## src/rtl/fir_mac_engine_if.sv

```systemverilog
// Tap/coefficient/result bundle between the shift register, the host and the FIR MAC engine.
interface fir_mac_engine_if #(
  parameter int DATA_WIDTH = 16,
  parameter int NUM_REGS   = 8,
  parameter int COEF_WIDTH = 16
);
  localparam int ADDR_WIDTH = $clog2(NUM_REGS);

  logic [DATA_WIDTH-1:0] pDataIn [0:NUM_REGS-1];
  logic                  sampleValid;
  logic                  coefWrEn;
  logic [ADDR_WIDTH-1:0] coefWrAddr;
  logic [COEF_WIDTH-1:0] coefWrData;
  logic                  busy;
  logic [DATA_WIDTH-1:0] dataOut;
  logic                  dataOutValid;
  logic                  overrun;

  modport master (
    output pDataIn, sampleValid, coefWrEn, coefWrAddr, coefWrData,
    input  busy, dataOut, dataOutValid, overrun
  );

  modport slave (
    input  pDataIn, sampleValid, coefWrEn, coefWrAddr, coefWrData,
    output busy, dataOut, dataOutValid, overrun
  );
endinterface

```

## src/rtl/fir_mac_engine.sv

```systemverilog
// Serial FIR multiply-accumulate: snapshots the taps on a sample strobe, accumulates
// one tap per cycle against a writable coefficient bank, then scales and saturates.
module fir_mac_engine #(
  parameter int DATA_WIDTH = 16,
  parameter int NUM_REGS   = 8,
  parameter int COEF_WIDTH = 16,
  parameter int FRAC_BITS  = 8,
  parameter int ACC_WIDTH  = DATA_WIDTH + COEF_WIDTH + $clog2(NUM_REGS) + 1
) (
  input  logic             clk,
  input  logic             rst,
  fir_mac_engine_if.slave  bus
);
  localparam int IDX_W  = $clog2(NUM_REGS);
  localparam int PROD_W = DATA_WIDTH + COEF_WIDTH + 1;
  localparam logic [IDX_W-1:0] LAST_IDX = IDX_W'(NUM_REGS - 1);

  typedef enum logic [1:0] {IDLE, MAC, OUT} state_t;

  state_t                        state_q, state_d;
  logic [IDX_W-1:0]              idx_q, idx_d;
  logic signed [ACC_WIDTH-1:0]   acc_q, acc_d;
  logic [DATA_WIDTH-1:0]         snap_q [NUM_REGS];
  logic [DATA_WIDTH-1:0]         snap_d [NUM_REGS];
  logic signed [COEF_WIDTH-1:0]  coef_q [NUM_REGS];
  logic signed [COEF_WIDTH-1:0]  coef_d [NUM_REGS];
  logic                          busy_q, busy_d;
  logic [DATA_WIDTH-1:0]         data_out_q, data_out_d;
  logic                          data_out_valid_q, data_out_valid_d;
  logic                          overrun_q, overrun_d;

  logic signed [DATA_WIDTH:0]    tap_s;
  logic signed [PROD_W-1:0]      prod;
  logic signed [ACC_WIDTH-1:0]   res;
  logic                          accept;

  always_comb begin
    state_d          = state_q;
    idx_d            = idx_q;
    acc_d            = acc_q;
    snap_d           = snap_q;
    coef_d           = coef_q;
    data_out_d       = data_out_q;
    data_out_valid_d = 1'b0;
    overrun_d        = 1'b0;
    accept           = 1'b0;

    // Taps are unsigned, so a zero MSB is prepended before the signed multiply.
    tap_s = $signed({1'b0, snap_q[idx_q]});
    prod  = tap_s * coef_q[idx_q];
    res   = acc_q >>> FRAC_BITS;

    if (bus.coefWrEn && !busy_q && (bus.coefWrAddr <= LAST_IDX))
      coef_d[bus.coefWrAddr] = bus.coefWrData;

    case (state_q)
      IDLE: accept = bus.sampleValid;
      MAC: begin
        acc_d     = acc_q + {{(ACC_WIDTH-PROD_W){prod[PROD_W-1]}}, prod};
        idx_d     = idx_q + 1'b1;
        overrun_d = bus.sampleValid;
        if (idx_q == LAST_IDX)
          state_d = OUT;
      end
      OUT: begin
        data_out_valid_d = 1'b1;
        state_d          = IDLE;
        accept           = bus.sampleValid;
        if (res[ACC_WIDTH-1])
          data_out_d = '0;
        else if (|res[ACC_WIDTH-2:DATA_WIDTH])
          data_out_d = '1;
        else
          data_out_d = res[DATA_WIDTH-1:0];
      end
      default: state_d = IDLE;
    endcase

    if (accept) begin
      snap_d  = bus.pDataIn;
      acc_d   = '0;
      idx_d   = '0;
      state_d = MAC;
    end

    busy_d = (state_d != IDLE);
  end

  always_ff @(posedge clk) begin
    if (!rst) begin
      state_q          <= IDLE;
      idx_q            <= '0;
      acc_q            <= '0;
      for (int unsigned i = 0; i < NUM_REGS; i++) begin
        snap_q[i] <= '0;
        coef_q[i] <= '0;
      end
      busy_q           <= 1'b0;
      data_out_q       <= '0;
      data_out_valid_q <= 1'b0;
      overrun_q        <= 1'b0;
    end else begin
      state_q          <= state_d;
      idx_q            <= idx_d;
      acc_q            <= acc_d;
      snap_q           <= snap_d;
      coef_q           <= coef_d;
      busy_q           <= busy_d;
      data_out_q       <= data_out_d;
      data_out_valid_q <= data_out_valid_d;
      overrun_q        <= overrun_d;
    end
  end

  assign bus.busy         = busy_q;
  assign bus.dataOut      = data_out_q;
  assign bus.dataOutValid = data_out_valid_q;
  assign bus.overrun      = overrun_q;
endmodule

```

## src/flat_wrapper.sv

```systemverilog
// flat-port wrapper written by rule: the top's interface ports become plain ports
module fir_mac_engine_flat 
#(
  parameter int DATA_WIDTH = 16,
  parameter int NUM_REGS   = 8,
  parameter int COEF_WIDTH = 16,
  parameter int FRAC_BITS  = 8,
  parameter int ACC_WIDTH  = DATA_WIDTH + COEF_WIDTH + $clog2(NUM_REGS) + 1
)
  (clk, rst, bus_pDataIn, bus_sampleValid, bus_coefWrEn, bus_coefWrAddr, bus_coefWrData, bus_busy, bus_dataOut, bus_dataOutValid, bus_overrun);
  fir_mac_engine_if #(.DATA_WIDTH(DATA_WIDTH), .NUM_REGS(NUM_REGS), .COEF_WIDTH(COEF_WIDTH)) bus_i ();
  input  logic clk;
  input  logic rst;
  input wire logic [$bits(bus_i.pDataIn)-1:0] bus_pDataIn;
  input wire logic [$bits(bus_i.sampleValid)-1:0] bus_sampleValid;
  input wire logic [$bits(bus_i.coefWrEn)-1:0] bus_coefWrEn;
  input wire logic [$bits(bus_i.coefWrAddr)-1:0] bus_coefWrAddr;
  input wire logic [$bits(bus_i.coefWrData)-1:0] bus_coefWrData;
  output wire logic [$bits(bus_i.busy)-1:0] bus_busy;
  output wire logic [$bits(bus_i.dataOut)-1:0] bus_dataOut;
  output wire logic [$bits(bus_i.dataOutValid)-1:0] bus_dataOutValid;
  output wire logic [$bits(bus_i.overrun)-1:0] bus_overrun;
  assign bus_i.pDataIn = {>>{bus_pDataIn}};
  assign bus_i.sampleValid = bus_sampleValid;
  assign bus_i.coefWrEn = bus_coefWrEn;
  assign bus_i.coefWrAddr = bus_coefWrAddr;
  assign bus_i.coefWrData = bus_coefWrData;
  assign bus_busy = bus_i.busy;
  assign bus_dataOut = bus_i.dataOut;
  assign bus_dataOutValid = bus_i.dataOutValid;
  assign bus_overrun = bus_i.overrun;
  fir_mac_engine #(.DATA_WIDTH(DATA_WIDTH), .NUM_REGS(NUM_REGS), .COEF_WIDTH(COEF_WIDTH), .FRAC_BITS(FRAC_BITS), .ACC_WIDTH(ACC_WIDTH)) u_core (.clk(clk), .rst(rst), .bus(bus_i));
endmodule
```

## config.mk

```make
export PLATFORM = sky130hd
export DESIGN_NAME = fir_mac_engine_flat
export DESIGN_NICKNAME = d
export VERILOG_FILES = /design/src/rtl/fir_mac_engine_if.sv /design/src/rtl/fir_mac_engine.sv /design/src/flat_wrapper.sv
export SDC_FILE = /design/constraint.sdc
export NUM_CORES = 1
export LEC_CHECK = 0
export CORE_UTILIZATION = 50
export DETAILED_ROUTE_END_ITERATION = 10
export GPL_TIMING_DRIVEN = 1
export PLACE_DENSITY_LB_ADDON = 0.08
export SYNTH_ARGS = -nofsm -noshare
export SYNTH_HDL_FRONTEND = slang
export SYNTH_SLANG_ARGS = --single-unit
```

## constraint.sdc

```tcl
create_clock -name clk -period 9.9 [get_ports clk]
set_input_delay 1.485 -clock clk [delete_from_list [all_inputs] [get_ports clk]]
set_output_delay 1.485 -clock clk [all_outputs]
set_load 0.005 [all_outputs]
```

# Word-level counts from Yosys, hierarchy flattened
# Index checks and enable logic that the tools add are counted.
dict set report classes {
  reduce_logical 10
  n_addsub 2
  mul 1
  mux 16
  magnitude_cmp 4
  bitwise_logic 3
  eq_ne 3
}
# cell count
set op_table {}
lappend op_table {{128-bit bitwise mux} 1}
lappend op_table {{16-bit 2-to-1 mux} 7}
lappend op_table {{16-bit binary-select mux with 3-bit select} 2}
lappend op_table {{16-bit demux with 3-bit select} 1}
lappend op_table {{36-bit adder} 1}
lappend op_table {{17-bit by 16-bit multiplier with 33-bit output} 1}
lappend op_table {{12-bit OR reduction} 1}
lappend op_table {{4-bit greater-or-equal comparator (second input constant)} 2}
lappend op_table {{3-bit inverter with 4-bit output} 2}
lappend op_table {{4-bit by 1-bit less-than comparator with 1-bit output (second input constant)} 1}
lappend op_table {{2-bit 2-to-1 mux} 2}
lappend op_table {{2-bit one-hot mux with 2 select lines} 1}
lappend op_table {{2-bit OR reduction} 2}
lappend op_table {{3-bit by 1-bit adder with 3-bit output (second input constant)} 1}
lappend op_table {{3-bit == test (second input constant)} 1}
lappend op_table {{3-bit less-or-equal comparator (second input constant)} 1}
lappend op_table {{1-bit logical AND} 3}
lappend op_table {{2-bit by 1-bit == test with 1-bit output (second input constant)} 1}
lappend op_table {{2-bit == test (second input constant)} 1}
lappend op_table {{2-bit logical NOT} 1}
lappend op_table {{1-bit 2-to-1 mux} 2}
lappend op_table {{2-bit AND reduction} 1}
lappend op_table {{2-bit nonzero test} 1}
lappend op_table {{1-bit logical NOT} 1}
lappend op_table {{1-bit inverter} 1}
dict set report totals {
  input_bits 151
  reg_bits 316
}

# Logic depth before layout (Yosys ltp)
dict set report depth {
  depth_word 6
  ltp_mapped 39
}

# Worst setup path before layout
# Ideal clock, no wire load.
dict set report synth_timing {
  kind {reg2reg}
  from {reg u_core.idx_q[0]}
  to {reg u_core.acc_q[35]}
  n_path_buf 4
  period_less_slack_ns 9.091
  arrival_ns 8.975
  setup_slack_ns 0.809
  stages_incl_launch_ff 38
  required_time_ns 9.784
  path_cell_list {dfxtp_1 clkbuf_1 buf_2 mux4_2 mux2i_1 clkbuf_1 nor2_1 fa_1 inv_1 fa_1 fa_1 fa_1 inv_1 fa_1 inv_1 fa_1 inv_1 ha_1 [2 not listed] a41o_1 a21o_1 o41ai_2 o21ai_1 and2_4 nor2_2 xnor2_1 ha_1 clkbuf_1 nand3_1 nor2_1 o2111ai_1 a211oi_1 nor2_1 a21oi_1 xor2_1 a21oi_1 a31o_1}
}
dict set report synth_via {
  elab_chain_cells 6
}
# item line_no
set synth_rtl {}
lappend synth_rtl {{start: declaration} fir_mac_engine.sv:21} ;# logic [IDX_W-1:0] idx_q, idx_d;
lappend synth_rtl {{start signal: assignment} fir_mac_engine.sv:104} ;# idx_q <= idx_d;
lappend synth_rtl {{3-bit inverter with 4-bit output (not written as such) *} {fir_mac_engine.sv:49, fir_mac_engine.sv:50}}
lappend synth_rtl {{16-bit binary-select mux with 3-bit select, on equally long branches} {fir_mac_engine.sv:49, fir_mac_engine.sv:50}}
lappend synth_rtl {{16-bit 2-to-1 mux, on equally long branches (2 in series)} {fir_mac_engine.sv:49, fir_mac_engine.sv:50}}
lappend synth_rtl {{17-bit by 16-bit multiplier with 33-bit output *} fir_mac_engine.sv:50} ;# prod = tap_s * coef_q[idx_q];
lappend synth_rtl {{36-bit adder *} fir_mac_engine.sv:59} ;# acc_d = acc_q + {{(ACC_WIDTH-PROD_W){prod[PROD_W-1]}}, prod};
lappend synth_rtl {{end signal: assignment} fir_mac_engine.sv:93} ;# acc_q <= '0;
lappend synth_rtl {{end signal: assignment} fir_mac_engine.sv:105} ;# acc_q <= acc_d;
lappend synth_rtl {{end: declaration} fir_mac_engine.sv:22} ;# logic signed [ACC_WIDTH-1:0] acc_q, acc_d;
# Mark *: on every way between the ends. The rest lies on a longest branch, timed or not. The select of a mux whose other input is x is not followed.
# A chain may end at the register's enable or synchronous reset.

# Worst setup path after layout
dict set report layout_timing {
  from {reg u_core.idx_q[0]}
  to {reg u_core.acc_q[34]}
}
# The elaborated chain is that of the path after synthesis.

==> flow_summary.json <==
{
  "cts_max_level": 2,
  "worstHoldPathType": "reg2reg",
  "cts_buffer_depth": 3,
  "insertion_delay_ps": 560,
  "async_flop_share_pct": 0,
  "drive_above_1_share_pct": 8.86,
  "synth.distinct_cells": 70,
  "synth_top_flop_cell": "dfxtp_1",
  "clock-sinks": 316,
  "cp.required_ps": 10350,
  "worstHoldStart": "u_core.coef_q[61]",
  "clkPwrFrac_pct": 45.6,
  "use_met1_pct": 37.0,
  "min_path_cells": 2,
  "die_h_um": 216,
  "synth_edf_count": 0,
  "synth-seq-cells": 316,
  "drc": 0,
  "grt_util_met2_pct": 45.1,
  "syn-num-nets": 2982,
  "cts_tree": "done",
  "routedWlPerCell_um": 19.8,
  "fmax_ghz": 0.107,
  "worstPathMaxFanout": 16,
  "cts.repair.resized": 0,
  "relSlewSlack_pct": 21.2,
  "r2r_slack_ps": 520,
  "die_w_um": 216,
  "comb_power_share_pct": 13.0,
  "ios": 170,
  "crit_type": "reg2reg",
  "fin_ws_ps": 517,
  "die_area_um2": 46900,
  "grt_use_total_pct": 27.3,
  "globalplace.congestion": 0.936,
  "cts_hold_buf": 0,
  "max_cap_viol_count": 0,
  "worstMarginPinSlew_ps": 1180,
  "min_period_ps": 9380,
  "numCtsBuffers": 37,
  "cp-start-kind": "flop",
  "hold_viol": 0,
  "drv_slew": 0,
  "vias": 18127,
  "drtAntennaViolNets": 0,
  "initial_core_util_pct": 50.7,
  "core_region_area_um2": 45400,
  "grt_pass1_vias": 18390,
  "cp-end-kind": "flop",
  "syn_inst": 2476,
  "cts_root_buffer": "clkbuf_16",
  "worst_ir_drop_vdd_uv": 131,
  "finalCritPeriodShare_pct": 94.8,
  "skew_ps": 20.5,
  "io_buffer_count": 169,
  "finalPower_w": 0.00327,
  "dr.pass1.iters": 7,
  "reg2reg_from": "u_core.idx_q[0]",
  "setup-tns-final_ps": 0,
  "grt-ovfl-total": 0,
  "arrival_ps": 9830,
  "r2r_end": "u_core.acc_q[34]",
  "grt_max_degree": 86,
  "hpwl_um": 47600,
  "synth_area_um2": 23000,
  "antenna_found_initial": 1,
  "p_int_w": 0.00243,
  "avgSynthCellArea_um2": 9.29,
  "grt_use_met3_pct": 4.00,
  "syn2layout_area_growth_pct": 16.0,
  "max_stage_delay_ps": 580,
  "p_per_area_nw_per_um2": 122,
  "synth_seq_area_share_pct": 27.5,
  "setup_viol": 0,
  "reg2regPathDepth": 34,
  "final_nets": 3096,
  "yosys_warnings": 0,
  "post_drt_via_cell_ratio": 5.63,
  "drt_iter0_markers": 1219,
  "placed_area_um2": 25300,
  "leakage_nw": 11.8,
  "routed_wl_um": 63600,
  "dp_slack_ps": 613,
  "rsz0062_at_grt": "no",
  "grt_pass1_wl_um": 100000,
  "regArea_um2": 6330,
  "cp_slowest_cell": "o41ai_1",
  "core.rowCount": 78,
  "switching_share_pct": 25.6,
  "final_cell_area_um2": 26700,
  "final_common_cell": "nand2_1",
  "whs_endpoint": "u_core.coef_q[61]",
  "post-cts-setup-buffers": 0,
  "clk_pin_slew_ps": 60,
  "nFillCells": 4015,
  "p_seq_share_pct": 41.4,
  "p_switching_w": 0.000836,
  "diodes": 0,
  "outcome": "finished clean",
  "final_cell_mix": "nand2_1 (320), dfxtp_1 (313), inv_1 (274), nor2_1 (248), fa_1 (195)",
  "top_usage_layer": "met2",
  "multiInputGateArea_um2": 15100
}
## cell type report
class / instances / area share [%]
multi-input combinational: 1744 / 56.7
sequential: 316 / 23.7
tap: 600 / 2.81
clock inverter: 18 / 1.05
clock buffer: 49 / 4.02
timing repair buffer: 215 / 7.82
inverter: 276 / 3.89
## cell families (layout without fill, tap and decap cells)
kind of cell,Yosys count,in the layout,share of synthesized area (%)
simple gates,733,733,13.5
compound gates,428,428,13.1
buf+inv,416,558,6.83
fa+ha+maj,355,355,25.7
flops,316,316,27.5
mux,183,183,11.6
xor+xnor,45,45,1.71
## synth_stat cells, types with 11 or more instances
cell	n	area, um2
mux2_2	25	282
mux2i_1	93	931
inv_1	275	1030
mux4_2	64	1440
dfxtp_1	316	6330
nor3_1	35	175
xor2_1	11	96.3
nand2_1	320	1200
nor2_1	249	935
fa_1	195	3900
nor2b_1	14	87.6
a21oi_1	150	751
and2_1	18	113
o21ai_0	30	150
a21o_1	38	285
a22o_1	128	1120
nand3_1	33	165
xnor2_1	34	298
clkbuf_1	122	458
ha_1	160	2000
## state kept, by name, summed over array words and instances, names as in the netlist
| signal | cells |
|---|---|
| u_core.acc_q | 36 |
| u_core.bus.busy | 1 |
| u_core.bus.dataOut | 16 |
| u_core.bus.dataOutValid | 1 |
| u_core.bus.overrun | 1 |
| u_core.coef_q | 128 |
| u_core.idx_q | 3 |
| u_core.snap_q | 128 |
| u_core.state_q | 2 |
## routing by layer
layer / share of wire (%) / up-vias / wire length [um]
met2: 48 / 489 / 30500
li1: - / 8568 / -
met3: 5.4 / 102 / 3420
met4: 2.4 / 2 / 1540
met1: 44 / 8966 / 28100
met5: 0.017 / - / 11
## metrics by stage
stage / utilization [%] / std cells / hold slack, ps
after floorplan: - / 2476 / 433
after global placement: 55.8 / 3151 / 438
after detailed placement: 55.8 / 3151 / 446
after CTS: 58.8 / 3218 / 453
after global routing: 58.8 / 3218 / 466
final: 58.8 / 3218 / 452
## critical path, delay by kind of cell, from the launching register on
family | cells | cell delay [ps]
fa+ha+maj | 8 | 3730
xor+xnor | 1 | 130
simple gates | 4 | 500
buf+inv | 6 | 810
mux | 2 | 680
flops | 1 | 500
compound gates | 13 | 2880
## power by group through the flow
| stage | clock (W) | combinational [W] | sequential, W |
|---|---|---|---|
| after detailed placement | 0 | 0.000424 | 0.00138 |
| after CTS | 0.00152 | 0.000425 | 0.00135 |
| after floorplan | 0 | 0.000258 | 0.00137 |
| after global routing | 0.00158 | 0.000459 | 0.00136 |
| final | 0.00149 | 0.000425 | 0.00135 |
| after global placement | 0 | 0.000418 | 0.00138 |
## how the worst max path moves through the flow
stage | end | cells after the start | start | slack (ps)
6_report | u_core.acc_q[34] | 34 | u_core.idx_q[0] | 520
5_1_grt | u_core.acc_q[34] | 34 | u_core.idx_q[0] | 30
4_1_cts | u_core.acc_q[34] | 32 | u_core.idx_q[0] | 550
3_5_place_dp | u_core.acc_q[34] | 34 | u_core.idx_q[0] | 610
3_3_place_gp | u_core.acc_q[33] | 36 | u_core.idx_q[0] | 800
2_1_floorplan | u_core.acc_q[35] | 37 | u_core.idx_q[0] | 810
Note: power is estimated with default switching activity, not from simulation.
